## config.mk

```make
export PLATFORM = sky130hd
export DESIGN_NAME = ram_1p_arbiter
export DESIGN_NICKNAME = d
export VERILOG_FILES = /design/src/rtl/ram_1p_arbiter.sv
export SDC_FILE = /design/constraint.sdc
export NUM_CORES = 1
export LEC_CHECK = 0
export BUFFER_PORTS_ARGS = -buffer_cell sky130_fd_sc_hd__buf_2
export CORE_AREA = 5 5 105 107
export DETAILED_ROUTE_END_ITERATION = 7
export DIE_AREA = 0 0 110 112
export GPL_TIMING_DRIVEN = 0
export HOLD_SLACK_MARGIN = 0.02
export PLACE_DENSITY = 0.52
export SYNTH_ARGS = -nofsm -noshare
export SYNTH_HDL_FRONTEND = slang
export SYNTH_SLANG_ARGS = --single-unit
```

## constraint.sdc

```tcl
create_clock -name clk_i -period 4.5 [get_ports clk_i]
set_clock_uncertainty 0.2 [all_clocks]
set_input_delay 0.225 -clock clk_i [delete_from_list [all_inputs] [get_ports clk_i]]
set_output_delay 0.225 -clock clk_i [all_outputs]
set_load 0.005 [all_outputs]
```

## src/rtl/ram_1p_arbiter.sv

```systemverilog
`default_nettype none
// ============================================================================
// Module   : ram_1p_arbiter
// Purpose  : Lets the instruction-fetch port and the data port share one
//            32-bit single-port RAM that answers one cycle after a request.
//            Each cycle it grants at most one port and forwards that port's
//            request to the RAM. It routes the RAM's read response back to
//            the port that was granted. An address outside the RAM window
//            still gets a grant, but the RAM is not accessed; instead the
//            port gets an error response one cycle later.
// Options  : RAM_ARB_FIXED_PRIO_EN - when defined, the data port always wins
//            contention and no round-robin pointer is built. When undefined,
//            contention is resolved round-robin.
// Revision : 1.0 - initial release
// ============================================================================
module ram_1p_arbiter #(
  parameter int unsigned Depth    = 16384,        // RAM words, power of two
  parameter logic [31:0] BaseAddr = 32'h0000_0000 // byte address of word 0
) (
  input  logic        clk_i,
  input  logic        rst_ni,

  input  logic        instr_req_i,
  input  logic [31:0] instr_addr_i,
  output logic        instr_gnt_o,
  output logic        instr_rvalid_o,
  output logic [31:0] instr_rdata_o,
  output logic        instr_err_o,

  input  logic        data_req_i,
  input  logic        data_we_i,
  input  logic [3:0]  data_be_i,
  input  logic [31:0] data_addr_i,
  input  logic [31:0] data_wdata_i,
  output logic        data_gnt_o,
  output logic        data_rvalid_o,
  output logic [31:0] data_rdata_o,
  output logic        data_err_o,

  output logic        ram_req_o,
  output logic        ram_we_o,
  output logic [3:0]  ram_be_o,
  output logic [31:0] ram_addr_o,
  output logic [31:0] ram_wdata_o,
  input  logic        ram_rvalid_i,
  input  logic [31:0] ram_rdata_i
);

  // Size of the RAM window in bytes. It is held in 33 bits so that the
  // window size itself can never wrap to zero.
  localparam logic [32:0] C_WINDOW_BYTES = 33'(Depth) * 33'd4;

  // Response state. It remembers which port, if any, was granted last cycle
  // and whether that access went to the RAM or was an error.
  localparam logic [2:0] ST_IDLE   = 3'd0;
  localparam logic [2:0] ST_RESP_I = 3'd1;
  localparam logic [2:0] ST_RESP_D = 3'd2;
  localparam logic [2:0] ST_ERR_I  = 3'd3;
  localparam logic [2:0] ST_ERR_D  = 3'd4;

  logic [2:0]  state_q, state_d;
  logic        gnt_instr, gnt_data, gnt_any;
  logic [31:0] sel_addr, sel_offset;
  logic        sel_in_range;

`ifdef RAM_ARB_FIXED_PRIO_EN
  // Fixed priority: the data port always wins contention. Reset holds off
  // both grants.
  always_comb begin
    gnt_instr = 1'b0;
    gnt_data  = 1'b0;
    if (rst_ni) begin
      gnt_data  = data_req_i;
      gnt_instr = instr_req_i & ~data_req_i;
    end
  end
`else
  // Last-grant pointer: 1 means the data port was granted most recently.
  logic last_data_q, last_data_d;

  // Round-robin: under contention, grant the port the pointer does not name.
  // Reset holds off both grants.
  always_comb begin
    gnt_instr = 1'b0;
    gnt_data  = 1'b0;
    if (rst_ni) begin
      if (instr_req_i && data_req_i) begin
        if (last_data_q) begin
          gnt_instr = 1'b1;
        end else begin
          gnt_data = 1'b1;
        end
      end else begin
        gnt_instr = instr_req_i;
        gnt_data  = data_req_i;
      end
    end
  end

  // The pointer follows every grant; with no grant it keeps its value.
  always_comb begin
    last_data_d = last_data_q;
    if (gnt_instr || gnt_data) begin
      last_data_d = gnt_data;
    end
  end

  // Pointer register. It resets to DATA so that INSTR wins the first
  // contention.
  always_ff @(posedge clk_i) begin
    if (!rst_ni) begin
      last_data_q <= 1'b1;
    end else begin
      last_data_q <= last_data_d;
    end
  end
`endif

  assign gnt_any     = gnt_instr | gnt_data;
  assign instr_gnt_o = gnt_instr;
  assign data_gnt_o  = gnt_data;

  // Window check on the granted port's address. Because BaseAddr is aligned
  // to the window size, a single unsigned compare of the offset covers both
  // bounds: any address below BaseAddr wraps to a large offset.
  always_comb begin
    sel_addr     = gnt_data ? data_addr_i : instr_addr_i;
    sel_offset   = sel_addr - BaseAddr;
    sel_in_range = ({1'b0, sel_offset} < C_WINDOW_BYTES);
  end

  // Forward the granted request to the RAM. An instruction fetch is always
  // a full-word read.
  always_comb begin
    ram_req_o   = 1'b0;
    ram_we_o    = 1'b0;
    ram_be_o    = 4'h0;
    ram_addr_o  = 32'h0;
    ram_wdata_o = 32'h0;
    if (gnt_any && sel_in_range) begin
      ram_req_o  = 1'b1;
      ram_addr_o = sel_offset;
      if (gnt_data) begin
        ram_we_o    = data_we_i;
        ram_be_o    = data_be_i;
        ram_wdata_o = data_wdata_i;
      end else begin
        ram_be_o = 4'hF;
      end
    end
  end

  // Next response state: decided entirely by this cycle's grant.
  always_comb begin
    state_d = ST_IDLE;
    if (gnt_instr) begin
      state_d = sel_in_range ? ST_RESP_I : ST_ERR_I;
    end else if (gnt_data) begin
      state_d = sel_in_range ? ST_RESP_D : ST_ERR_D;
    end
  end

  // Response state register. Reset drops any pending response.
  always_ff @(posedge clk_i) begin
    if (!rst_ni) begin
      state_q <= ST_IDLE;
    end else begin
      state_q <= state_d;
    end
  end

  // Drive the response outputs from the response state. In IDLE the RAM's
  // rvalid is ignored, so a stray response that arrives after a reset is
  // dropped.
  always_comb begin
    instr_rvalid_o = 1'b0;
    instr_rdata_o  = 32'h0;
    instr_err_o    = 1'b0;
    data_rvalid_o  = 1'b0;
    data_rdata_o   = 32'h0;
    data_err_o     = 1'b0;
    case (state_q)
      ST_RESP_I: begin
        instr_rvalid_o = ram_rvalid_i;
        instr_rdata_o  = ram_rdata_i;
      end
      ST_RESP_D: begin
        data_rvalid_o = ram_rvalid_i;
        data_rdata_o  = ram_rdata_i;
      end
      ST_ERR_I: begin
        instr_rvalid_o = 1'b1;
        instr_err_o    = 1'b1;
      end
      ST_ERR_D: begin
        data_rvalid_o = 1'b1;
        data_err_o    = 1'b1;
      end
      default: begin
      end
    endcase
  end

endmodule
`default_nettype wire

```

# --- Yosys cells after proc, flatten, opt, wreduce, memory -nomap -nowiden ---
# Cells that the tools add are included.
word_totals:
  input_bits: 138
  ff_bits: 4
  wordCells: 36
  out_inout_bits: 140
classes:
  n_mux: 25
  reduce_logical: 3
  order_cmp: 1
  n_bitwise: 1
  eq_ne: 4
ops:
  columns: ["op", "n"]
  rows:
  - ["32-bit two-way mux", 6]
  - ["32-bit by 17-bit less-than comparator with 1-bit output, second input constant", 1]
  - ["1-bit two-way mux", 11]
  - ["3-bit two-way mux", 3]
  - ["4-bit two-way mux", 2]
  - ["3-bit by 2-bit == test with 1-bit output, second input constant", 2]
  - ["1-bit one-hot mux with 2 select lines", 2]
  - ["3-bit by 1-bit == test with 1-bit output, second input constant", 1]
  - ["3-bit == test, second input constant", 1]
  - ["1-bit logical AND", 2]
  - ["2-bit two-way mux", 1]
  - ["1-bit logical OR", 1]
  - ["1-bit bitwise OR", 1]

# --- Logic depth before layout (Yosys ltp) ---
# Gate-level depths: netlist (run 1).
logic_depth:
  depth_word: 8
  mapped_depth: 6
  ltp_nobuf: 5

# --- Least setup slack after synthesis (run 1) ---
# No wires, ideal clock.
synth_timing:
  kind: "input-to-output"
  from: "input port instr_addr_i[20]"
  to: "output port ram_be_o[0]"
  arrival_ns: 1.342
  n_path_buf: 1
  t_required_ns: 4.075
  path_slack_ns: 2.733
  path_stages: 5
  cell_sequence: "nor4_2 -> o211ai_1 -> a221o_1 -> buf_6 -> nor2_1"
synth_via:
  elab_chain_cells: 4
synth_lines:
  columns: ["element", "line", "text"]
  rows:
  - ["from (decl)", "24", "input logic [31:0] instr_addr_i,"]
  - ["32-bit two-way mux", "127", "sel_addr = gnt_data ? data_addr_i : instr_addr_i;"]
  - ["32-bit by 17-bit less-than comparator with 1-bit output", "129", "sel_in_range = ({1'b0, sel_offset} < C_WINDOW_BYTES);"]
  - ["1-bit logical AND", "140", "if (gnt_any && sel_in_range) begin"]
  - ["4-bit two-way mux", "140", null]
  - ["to (decl)", "42", "output logic [3:0] ram_be_o,"]
# Every way passes these cells.

# --- Final worst setup path (run 1) ---
layout_timing:
  from: "input port data_addr_i[23]"
  to: "output port ram_wdata_o[5]"
layout_via:
  elab_chain_cells: 4
layout_lines:
  columns: ["element", "line", "text"]
  rows:
  - ["from (decl)", "33", "input logic [31:0] data_addr_i,"]
  - ["32-bit two-way mux", "127", null]
  - ["32-bit by 17-bit less-than comparator with 1-bit output", "129", null]
  - ["1-bit logical AND", "140", null]
  - ["32-bit two-way mux", "140", null]
  - ["to (decl)", "44", "output logic [31:0] ram_wdata_o,"]
# Every way passes these cells.

==> qor.csv, run 1 <==
stage,metric,value,unit
run_status,outcome,"complete, no violations",
clocking,CTS tree,yes,
min_path,Hold WC Path Type,in -> reg,
yosys,"Seq/Total Area, Yosys",5.63,%
clocking,clock sinks,4,
yosys,async set-or-reset flop fraction in the synthesized netlist,0,%
global_route,vias in the first global route,2546,
yosys,synthesized area,1420,µm²
detailed_routing,TritonRoute pass-1 iters,4,
layout,share of cells above drive strength 1,59.8,%
detailed_routing,routed vias,2476,
worst_setup_path,Setup CP Type,in -> out,
clocking,hold_buf cts,0,
global_route,largest net degree at the start of global routing,11,
worst_setup_path,Critical Path AT,1.98,ns
global_route,antenna violations before repair,0,
yosys,leading area contributor after synthesis,and2_1,
floorplanning,Initial Util,14.2,%
detailed_routing,Routed Antenna Nets,0,
timing,Fin Setup TNS,0,ns
yosys,synth top area cells,"and2_1, nand2_1, a21oi_2",
floorplanning,die area,12300,µm²
layout,Final nets,648,
floorplanning,die extent in x,110,µm
layout,diodes inserted,0,
timing,Tmin final,2.40,ns
placement,HPWL Detailed,7670,µm
clocking,Num CTS Buffers,3,
yosys,Synth top cells by count,"and2_1, nand2_1, buf_4, a21oi_2, nor2_1",
worst_setup_path,CP required,4.07,ns
timing,# setup viols final,0,
floorplanning,Core Area,10000,µm²
clocking,CTS clock-pin slew for the worst setup and hold paths,0.03,ns
yosys,Synth Register Bits,4,
power,Leakage,1.92,nW
detailed_routing,Residual DRC,0,
yosys,top_reg_cell synth,dfxtp_1,
clocking,CTS H-Tree Depth,1,
timing,Slew HR,53.4,%
yosys,most frequent cell after synthesis,and2_1,
detailed_routing,Via density,3.84,
yosys,library cells used by synthesis,27,
layout,final core utilization,29.8,%
timing,worst slew pin tran,0.693,ns
timing,Tcrit/Tclk final,53.4,%
clocking,clk buf depth,2,
yosys,YS warnings,0,
timing,Final Hold Violating Endpoints,0,
global_route,GRT Total Usage,11.7,%
power,Max VDD drop,51.0,µV
global_route,global-route wire length before repair,11700,µm
yosys,Syn Area/Cell,6.21,µm²
detailed_routing,wire per inst,12.7,µm
flow_run,maxcap violations,0,
placement,Final GP Congestion,0.837,
clocking,PostCTS Resize Cnt,0,
yosys,number of enable flip-flop cells after synthesis,0,
worst_setup_path,crit path capture type,output pin,
clocking,Root Buffer,clkbuf_8,
global_route,overflow left after global routing,0,
timing,RSZ-0062 raised after global routing,no,
worst_setup_path,critical-path maximum fanout,10,
yosys,post-synth top area share,44.4,%
layout,Layout area overhead,111,%
timing,Slew Limit Fails,0,
placement,Port-buffer cells,261,
power,P per Cell Area,88.8,nW/µm²
clocking,Post-CTS Setup Bufs,0,
floorplanning,std cell rows,37,
worst_setup_path,Critical Path Source Type,input pin,
floorplanning,Die Ht,112,µm
detailed_routing,DRT iter0 DRCs,100,
clocking,worst skew pair latency,0.21,ns
timing,fmax,416,MHz
yosys,Syn Inst Count,229,
detailed_routing,Routed WL,8180,µm
floorplanning,I/O Pins,278,
-- worst max-delay path: stages --
cell	delay, ns
buf_2	0.10
nor4_1	0.48
nand2_1	0.16
a211oi_2	0.45
buf_2	0.27
and2_1	0.17
buf_2	0.13
-- worst paths after layout --
kind	from	end	slack, ns	cells past startpoint
worst max-delay path	data_addr_i[23]	ram_wdata_o[5]	2.10	7
worst min-delay path	instr_req_i	last_data_q	0.07	2
worst max register to register	last_data_q	state_q[1]	2.90	4
worst min register to register	last_data_q	last_data_q	0.31	2
-- logic make-up after synthesis --
group	synth area share (%)
flip-flops	5.63
buffers and inverters	14.5
other	0.264
AND/OR/NAND/NOR	63.9
multiplexers	0.792
AO/OA/AOI/OAI	14.9
-- flip-flops by register name, summed over array words and instances (netlist names) --
| register | count |
|---|---|
| last_data_q | 1 |
| state_q | 3 |
-- final cells by class --
cell class                 count  area [µm²]
tap                          136         170
multi-input combinational    206        1190
timing repair buffer         261        1310
clock buffer                   3        41.3
fill                        1129        7050
inverter                       4        15.0
sequential                     4        80.1
buffer                        30         191
-- where the power goes --
part	leakage (nW)	switching, mW	total (mW)	internal, mW
sequential	0.0332	0.00203	0.0401	0.0380
combinational	1.87	0.0677	0.153	0.0853
clock	0.0216	0.0163	0.0732	0.0568
-- stage by stage --
step	setup slack, ns	total power [mW]	area (µm²)	instances	hold slack [ns]
global route	1.83	0.291	3000	644	0.0808
global placement	2.08	0.192	2960	641	0.275
detailed placement	2.00	0.195	2960	641	0.287
CTS	1.99	0.270	3000	644	0.0648
floorplan	2.73	0.100	1480	244	0.125
finish	2.10	0.266	3000	644	0.0694
-- routing by layer --
metal | global-route usage (%) | vias to the layer above | part of all wire (%)
met5 | 0 | - | 0
met4 | 2.24 | 0 | 0.49
met3 | 1.57 | 2 | 12
met2 | 25.1 | 164 | 54
met1 | 11.2 | 1058 | 33
li1 | - | 1252 | -
-- cell usage in the layout (no fill, tap or decap) --
cell / n
nor3_1: 1
nand2b_1: 1
dfxtp_1: 4
conb_1: 16
a22oi_1: 1
a211oi_2: 1
nor2_1: 13
o211ai_1: 2
clkbuf_8: 3
a21o_1: 1
inv_1: 3
nor4_2: 2
buf_4: 16
nand4_1: 2
nor4_1: 6
a221o_1: 1
a21boi_0: 1
buf_6: 2
nor3b_1: 1
clkinv_1: 1
nand2_1: 36
o21ai_0: 2
buf_2: 264
mux2_2: 1
a21oi_2: 15
and2_1: 101
a21oi_1: 2
clkbuf_1: 9
No activity file was read; power rests on OpenSTA's default activity.
==> inputs of run 2 (changes only) <==
CORE_AREA = 5 5 106 108   (was 5 5 105 107)
DIE_AREA = 0 0 111 113   (was 0 0 110 112)
PLACE_DENSITY = 0.51   (was 0.52)
clock period = 2.3 ns   (was 4.5 ns; I/O delays follow)
==> run 2 against run 1 <==
Compared with the run above: critical path depth fell by 1; sequential power is 96% higher; total power grew 98%; non-clock buffer count is 5 higher; via count increased by 2.5%; core utilization increased by 0.64 points; cell count increased by 0.78%.
==> qor.csv, run 2 (synthesis results as in run 1) <==
stage,metric,value,unit,change
worst_setup_path,CP required,1.99,ns,-2.08 ns
layout,Layout area overhead,117,%,
layout,Final nets,653,,+0.77%
layout,register area,81.3,µm²,+1.6%
worst_setup_path,crit-path cells,"and2_1, o211ai_1, a221o_2, clkbuf_16, a21oi_2, buf_2",,
power,total power,0.528,mW,+98%
placement,post-placement setup slack,-0.0294,ns,-2.03 ns
worst_setup_path,Setup CP Type,reg -> out,,
placement,Final GP Congestion,0.837,,about the same
detailed_routing,Via density,3.91,,+1.7%
timing,Tmin final,2.17,ns,
floorplanning,std cell rows,37,,unchanged
clocking,Root Buffer,clkbuf_8,,
global_route,GRT Total Usage,12.4,%,+0.65 points
worst_setup_path,Crit-path slowest cell,a221o_2,,
layout,max FFs per register,3,,unchanged
global_route,largest net degree at the start of global routing,11,,unchanged
power,Max VDD drop,96.2,µV,+89%
layout,Multi-input gate area,1210,µm²,+1.7%
power,Leakage,1.95,nW,+1.7%
clocking,clk buf depth,2,,unchanged
run_status,outcome,"complete, no violations",,
worst_setup_path,CP Buf/Inv Count,2,,-1
clocking,CTS clock-pin slew for the worst setup and hold paths,0.03,ns,about the same
detailed_routing,routed vias,2538,,+2.5%
timing,final worst slack,0.130,ns,-1.97 ns
clocking,Num CTS Buffers,3,,unchanged
clocking,clock sinks,4,,unchanged
clocking,CTS tree,yes,,
global_route,vias in the first global route,2622,,+3.0%
floorplanning,die area,12500,µm²,+1.8%
placement,Port-buffer cells,261,,unchanged
placement,HPWL Detailed,7900,µm,+3.1%
global_route,overflow left after global routing,0,,unchanged
floorplanning,I/O Pins,278,,unchanged
timing,# setup viols final,0,,unchanged
global_route,antenna violations before repair,0,,unchanged
power,P per Cell Area,171,nW/µm²,+92%
floorplanning,Die Ht,113,µm,+0.89%
clocking,worst skew pair latency,0.21,ns,about the same
global_route,global-route wire length before repair,12900,µm,+11%
layout,"most common cell after layout, fill and taps aside",buf_2,,
worst_setup_path,crit path capture type,output pin,,
worst_setup_path,max incr delay on CP,0.56,ns,+0.08 ns
flow_run,maxcap violations,0,,unchanged
detailed_routing,Routed Antenna Nets,0,,unchanged
worst_setup_path,Critical Path AT,1.86,ns,-0.12 ns
timing,Slew Limit Fails,0,,unchanged
layout,Fillers,1121,,-0.71%
timing,fmax,461,MHz,
detailed_routing,TritonRoute pass-1 iters,4,,unchanged
layout,"commonest cells after routing, fill and taps aside","buf_2, and2_1, nand2_1, buf_4, conb_1",,
worst_setup_path,critical-path maximum fanout,5,,-5
detailed_routing,Routed WL,8580,µm,+4.9%
timing,Final Hold Violating Endpoints,0,,unchanged
min_path,Hold WC Path Type,in -> reg,,
worst_setup_path,Top delay family on crit path,compound AO/OA/AOI/OAI gates,,
detailed_routing,Residual DRC,0,,unchanged
floorplanning,die extent in x,111,µm,+0.91%
detailed_routing,wire per inst,13.2,µm,+4.1%
layout,Top reg by flops,state_q,,
timing,Slew HR,64.9,%,+11 points
timing,Tcrit/Tclk final,94.4,%,
clocking,CTS H-Tree Depth,1,,unchanged
timing,RSZ-0062 raised after global routing,no,,
timing,worst slew pin tran,0.522,ns,-0.171 ns
layout,Largest regs,"state_q: 3 flops, last_data_q: 1 flops",,
layout,diodes inserted,0,,unchanged
worst_setup_path,Critical Path Source Type,register,,
layout,share of cells above drive strength 1,61.0,%,+1.2 points
worst_setup_path,Reg2Reg Setup Slack,0.53,ns,-2.37 ns
floorplanning,Initial Util,14.0,%,-0.13 points
floorplanning,Core Area,10100,µm²,+0.92%
detailed_routing,DRT iter0 DRCs,79,,-21%
run 2: path summary, 6_finish.rpt:
path / cells past startpoint / to / from
max: 6 / ram_addr_o[9] / last_data_q
min: 3 / state_q[1] / instr_req_i
max reg2reg: 4 / state_q[1] / last_data_q
min reg2reg: 3 / state_q[0] / last_data_q
run 2: report_power, final:
group	total [mW]	internal, mW	switching [mW]
registers	0.0785	0.0747	0.00381
clock network	0.144	0.111	0.0330
logic	0.305	0.170	0.135
total	0.528	0.356	0.172
run 2: what timing repair did:
action	4_1_cts	5_1_grt
setup buffers	0	2
gates resized for setup	1	8
cloned	0	2
hold buffers	2	0
endpoints found under the hold margin	2	0
pin swaps	0	2
endpoints found under the setup margin	1	72
run 2: cell type report:
class                      count  share of cell area, %
buffer                        29                   6.28
clock buffer                   3                   1.34
inverter                       4                  0.608
multi-input combinational    206                   39.2
sequential                     4                   2.63
tap                          136                   5.51
timing repair buffer         267                   44.4
run 2: per-stage QoR:
step / area (µm²) / TNS [ns] / hold slack (ns) / std cells / utilization [%]
after global placement: 2960 / 0 / 0.159 / 641 / 29.1
after floorplan: 1480 / 0 / 0.0154 / 244 / -
after detailed placement: 2960 / -0.0322 / 0.178 / 641 / 29.1
after global routing: 3090 / 0 / 0.149 / 649 / 30.5
final: 3090 / 0 / 0.133 / 649 / 30.5
after CTS: 3020 / 0 / 0.122 / 646 / 29.8
run 2: tightest hold or removal path, delay by kind of cell:
| family | cells | cell delay (ns) |
|---|---|---|
| buf+inv | 1 | 0.11 |
| simple gates | 1 | 0.14 |
| mux | 1 | 0.15 |
run 2: metal layers:
| metal | global-route usage (%) | share of wire, % |
|---|---|---|
| met1 | 12.4 | 34 |
| met2 | 25.6 | 54 |
| met3 | 3.53 | 11 |
| met4 | 1.72 | 0.31 |
| met5 | 0 | 0 |
==> inputs of run 3 (changes only) <==
ABC_AREA = 1   (was not set)
CORE_AREA = 5 5 104 106   (was 5 5 106 108)
DIE_AREA = 0 0 109 111   (was 0 0 111 113)
PLACE_DENSITY = 0.55   (was 0.51)
==> run 3 against run 2 <==
Compared with the run above: combinational power rose by 30%; critical path depth rose by 6; routed wire length increased by 8.0%; sequential share of layout area is 0.21 points lower.
==> qor.csv, run 3 <==
stage,metric,value,unit,change
floorplanning,I/O Pins,278,,unchanged
detailed_routing,Max Used Layer,met5,,
clocking,worst skew pair latency,0.21,ns,about the same
yosys,library cells used by synthesis,22,,-19%
floorplanning,Die Ht,111,µm,-1.8%
yosys,complex-gate fraction of the synthesized area,2.71,%,-12 points
yosys,Synth Area in Adders,0,%,unchanged
clocking,CTS clock-pin slew for the worst setup and hold paths,0.03,ns,about the same
yosys,Syn Area/Cell,4.36,µm²,-30%
detailed_routing,DR WL met2,4880,µm,+4.5%
worst_setup_path,CP required,1.99,ns,about the same
yosys,Synth top cells by count,"nor2_1, nand2_1, inv_1, buf_4, nand3_1",,
layout,Top reg by flops,state_q,,
timing,Slew HR,66.6,%,+1.8 points
worst_setup_path,max incr delay on CP,0.32,ns,-0.24 ns
global_route,global-route wire length before repair,14000,µm,+8.8%
floorplanning,Core Area,9680,µm²,-4.5%
placement,Area after DPL,3190,µm²,+8.0%
detailed_routing,routed vias,3025,,+19%
placement,HPWL Detailed,8400,µm,+6.3%
worst_setup_path,critical-path maximum fanout,10,,+5
yosys,Post-Synth XOR/XNOR Area,0,%,unchanged
timing,Fin Setup TNS,0,ns,unchanged
layout,cell area after layout,3360,µm²,+8.8%
detailed_routing,DRT iter0 DRCs,124,,+57%
timing,Tmin final,2.15,ns,-0.0188 ns
yosys,Synth Register Bits,4,,unchanged
detailed_routing,wire per inst,11.6,µm,-13%
power,P per Cell Area,184,nW/µm²,+7.9%
worst_setup_path,Crit-path slowest cell,dfxtp_2,,
clocking,clock sinks,4,,unchanged
power,Max VDD drop,106,µV,+10%
layout,Largest regs,"state_q: 3 flops, last_data_q: 1 flops",,
clocking,clk buf depth,2,,unchanged
floorplanning,die area,12100,µm²,-3.5%
yosys,Simple-Gate Fraction of Synth Area,58.5,%,-5.4 points
floorplanning,die extent in x,109,µm,-1.8%
timing,Final Hold Violating Endpoints,0,,unchanged
clocking,CTS tree,yes,,
yosys,largest family of logic cells by synthesized area,simple AND/OR/NAND/NOR gates,,
clocking,Root Buffer,clkbuf_8,,
yosys,Syn Inst Count,381,,+66%
layout,max FFs per register,3,,unchanged
timing,final worst slack,0.149,ns,+0.0188 ns
floorplanning,Initial Util,17.2,%,+3.1 points
global_route,GRT Total Usage,14.0,%,+1.7 points
run_status,outcome,"complete, no violations",,
worst_setup_path,Critical Path AT,1.84,ns,-0.02 ns
layout,final non-filler cell total,802,,+24%
power,Leakage,2.60,nW,+33%
power,total power,0.620,mW,+17%
detailed_routing,TritonRoute pass-1 iters,4,,unchanged
layout,final core utilization,34.7,%,+4.2 points
global_route,antenna violations before repair,1,,+1
timing,RSZ-0062 raised after global routing,yes,,
worst_setup_path,Critical Path Source Type,register,,
detailed_routing,Via density,3.77,,-3.5%
placement,post-placement setup slack,-0.0448,ns,-0.0154 ns
detailed_routing,Residual DRC,0,,unchanged
placement,Placed Instances,790,,+23%
worst_setup_path,Crit path top cell by count,nand2_1,,
layout,share of cells above drive strength 1,46.5,%,-15 points
worst_setup_path,Setup CP Type,reg -> out,,
layout,Final nets,809,,+24%
layout,Fillers,1148,,+2.4%
yosys,leading area contributor after synthesis,nor2_1,,
timing,# setup viols final,0,,unchanged
yosys,synth top area cells,"nor2_1, nand2_1, inv_1",,
min_path,Hold WC Path Type,in -> reg,,
global_route,overflow left after global routing,0,,unchanged
floorplanning,std cell rows,36,,-2.7%
global_route,largest net degree at the start of global routing,18,,+7
worst_setup_path,crit-path cells,"nand2_4, nand2_2, buf_6, nand2_1, nand2_1, nor2_1, nand2_1, nor2_4, nand3_4, buf_6, nor2_1, buf_2",,
timing,Tcrit/Tclk final,93.5,%,-0.82 points
yosys,top_reg_cell synth,dfxtp_1,,
yosys,portion of netlist area occupied by mux cells,0,%,-0.79 points
yosys,YS warnings,0,,unchanged
detailed_routing,wire length on met3,1120,µm,+17%
placement,Port-buffer cells,261,,unchanged
timing,Hold Worst Slack,0.0175,ns,-0.116 ns
timing,worst slew pin tran,0.501,ns,-0.0218 ns
clocking,CTS H-Tree Depth,1,,unchanged
worst_setup_path,crit path capture type,output pin,,
clocking,Num CTS Buffers,3,,unchanged
flow_run,maxcap violations,0,,unchanged
detailed_routing,Routed Antenna Nets,0,,unchanged
yosys,"Seq/Total Area, Yosys",4.82,%,-0.81 points
detailed_routing,Routed WL,9270,µm,+8.0%
global_route,vias in the first global route,2963,,+13%
yosys,async set-or-reset flop fraction in the synthesized netlist,0,%,unchanged
layout,"most common cell after layout, fill and taps aside",buf_2,,
yosys,synthesized area,1660,µm²,+17%
yosys,post-synth top area share,29.6,%,-15 points
placement,Final GP Congestion,0.792,,-5.4%
timing,fmax,465,MHz,+0.87%
layout,"commonest cells after routing, fill and taps aside","buf_2, nor2_1, nand2_1, inv_1, buf_4",,
worst_setup_path,Top delay family on crit path,simple AND/OR/NAND/NOR gates,,
worst_setup_path,CP Buf/Inv Count,3,,+1
detailed_routing,Met1 Wirelength,3240,µm,+10%
layout,diodes inserted,0,,unchanged
timing,Slew Limit Fails,0,,unchanged
yosys,number of enable flip-flop cells after synthesis,0,,unchanged
yosys,most frequent cell after synthesis,nor2_1,,
layout,Layout area overhead,102,%,
-- run 3: where the power goes --
group / total, mW / switching, mW / internal [mW]
Sequential: 0.0782 / 0.00326 / 0.0750
Combinational: 0.398 / 0.201 / 0.197
Clock: 0.144 / 0.0331 / 0.111
Total: 0.620 / 0.238 / 0.383
-- run 3: repair_timing --
action	in CTS	in global routing
gates resized for setup	9	7
pin swaps	4	4
hold buffers	2	0
endpoints found under the setup margin	49	53
endpoints found under the hold margin	2	0
setup buffers	3	5
-- run 3: logic make-up (layout without fill, tap and decap cells) --
logic type / after synthesis / count (layout)
compound gates: 7 / 7
buf+inv: 123 / 396
flops: 4 / 4
other cells: 1 / 16
simple gates: 246 / 246
-- run 3: layout make-up --
class                      count  area, µm²  area share, %
tap                          133        166           4.95
timing repair buffer         271       1390           41.2
multi-input combinational    269       1110           33.1
buffer                        32        234           6.96
clock buffer                   3       41.3           1.23
sequential                     4       81.3           2.42
inverter                      90        339           10.1
-- run 3: tightest hold or removal path, cell delays in order --
cell and delay, ns:
buf_2 0.12, inv_1 0.08, a211oi_1 0.06
-- run 3: per-layer routing --
layer  GRT usage [%]  vias to the layer above
met1            14.0                     1262
li1                -                     1607
met2            28.6                      150
met4           0.505                        2
met5               0                        -
met3            4.48                        4
-- run 3: path summary, 6_finish.rpt --
check | slack [ns] | from | cells after the start | endpoint
setup reg to reg | 0.58 | last_data_q | 12 | state_q[1]
hold / removal | 0.02 | instr_req_i | 3 | state_q[0]
setup / recovery | 0.15 | last_data_q | 12 | ram_wdata_o[3]
hold reg to reg | 0.35 | last_data_q | 2 | state_q[0]
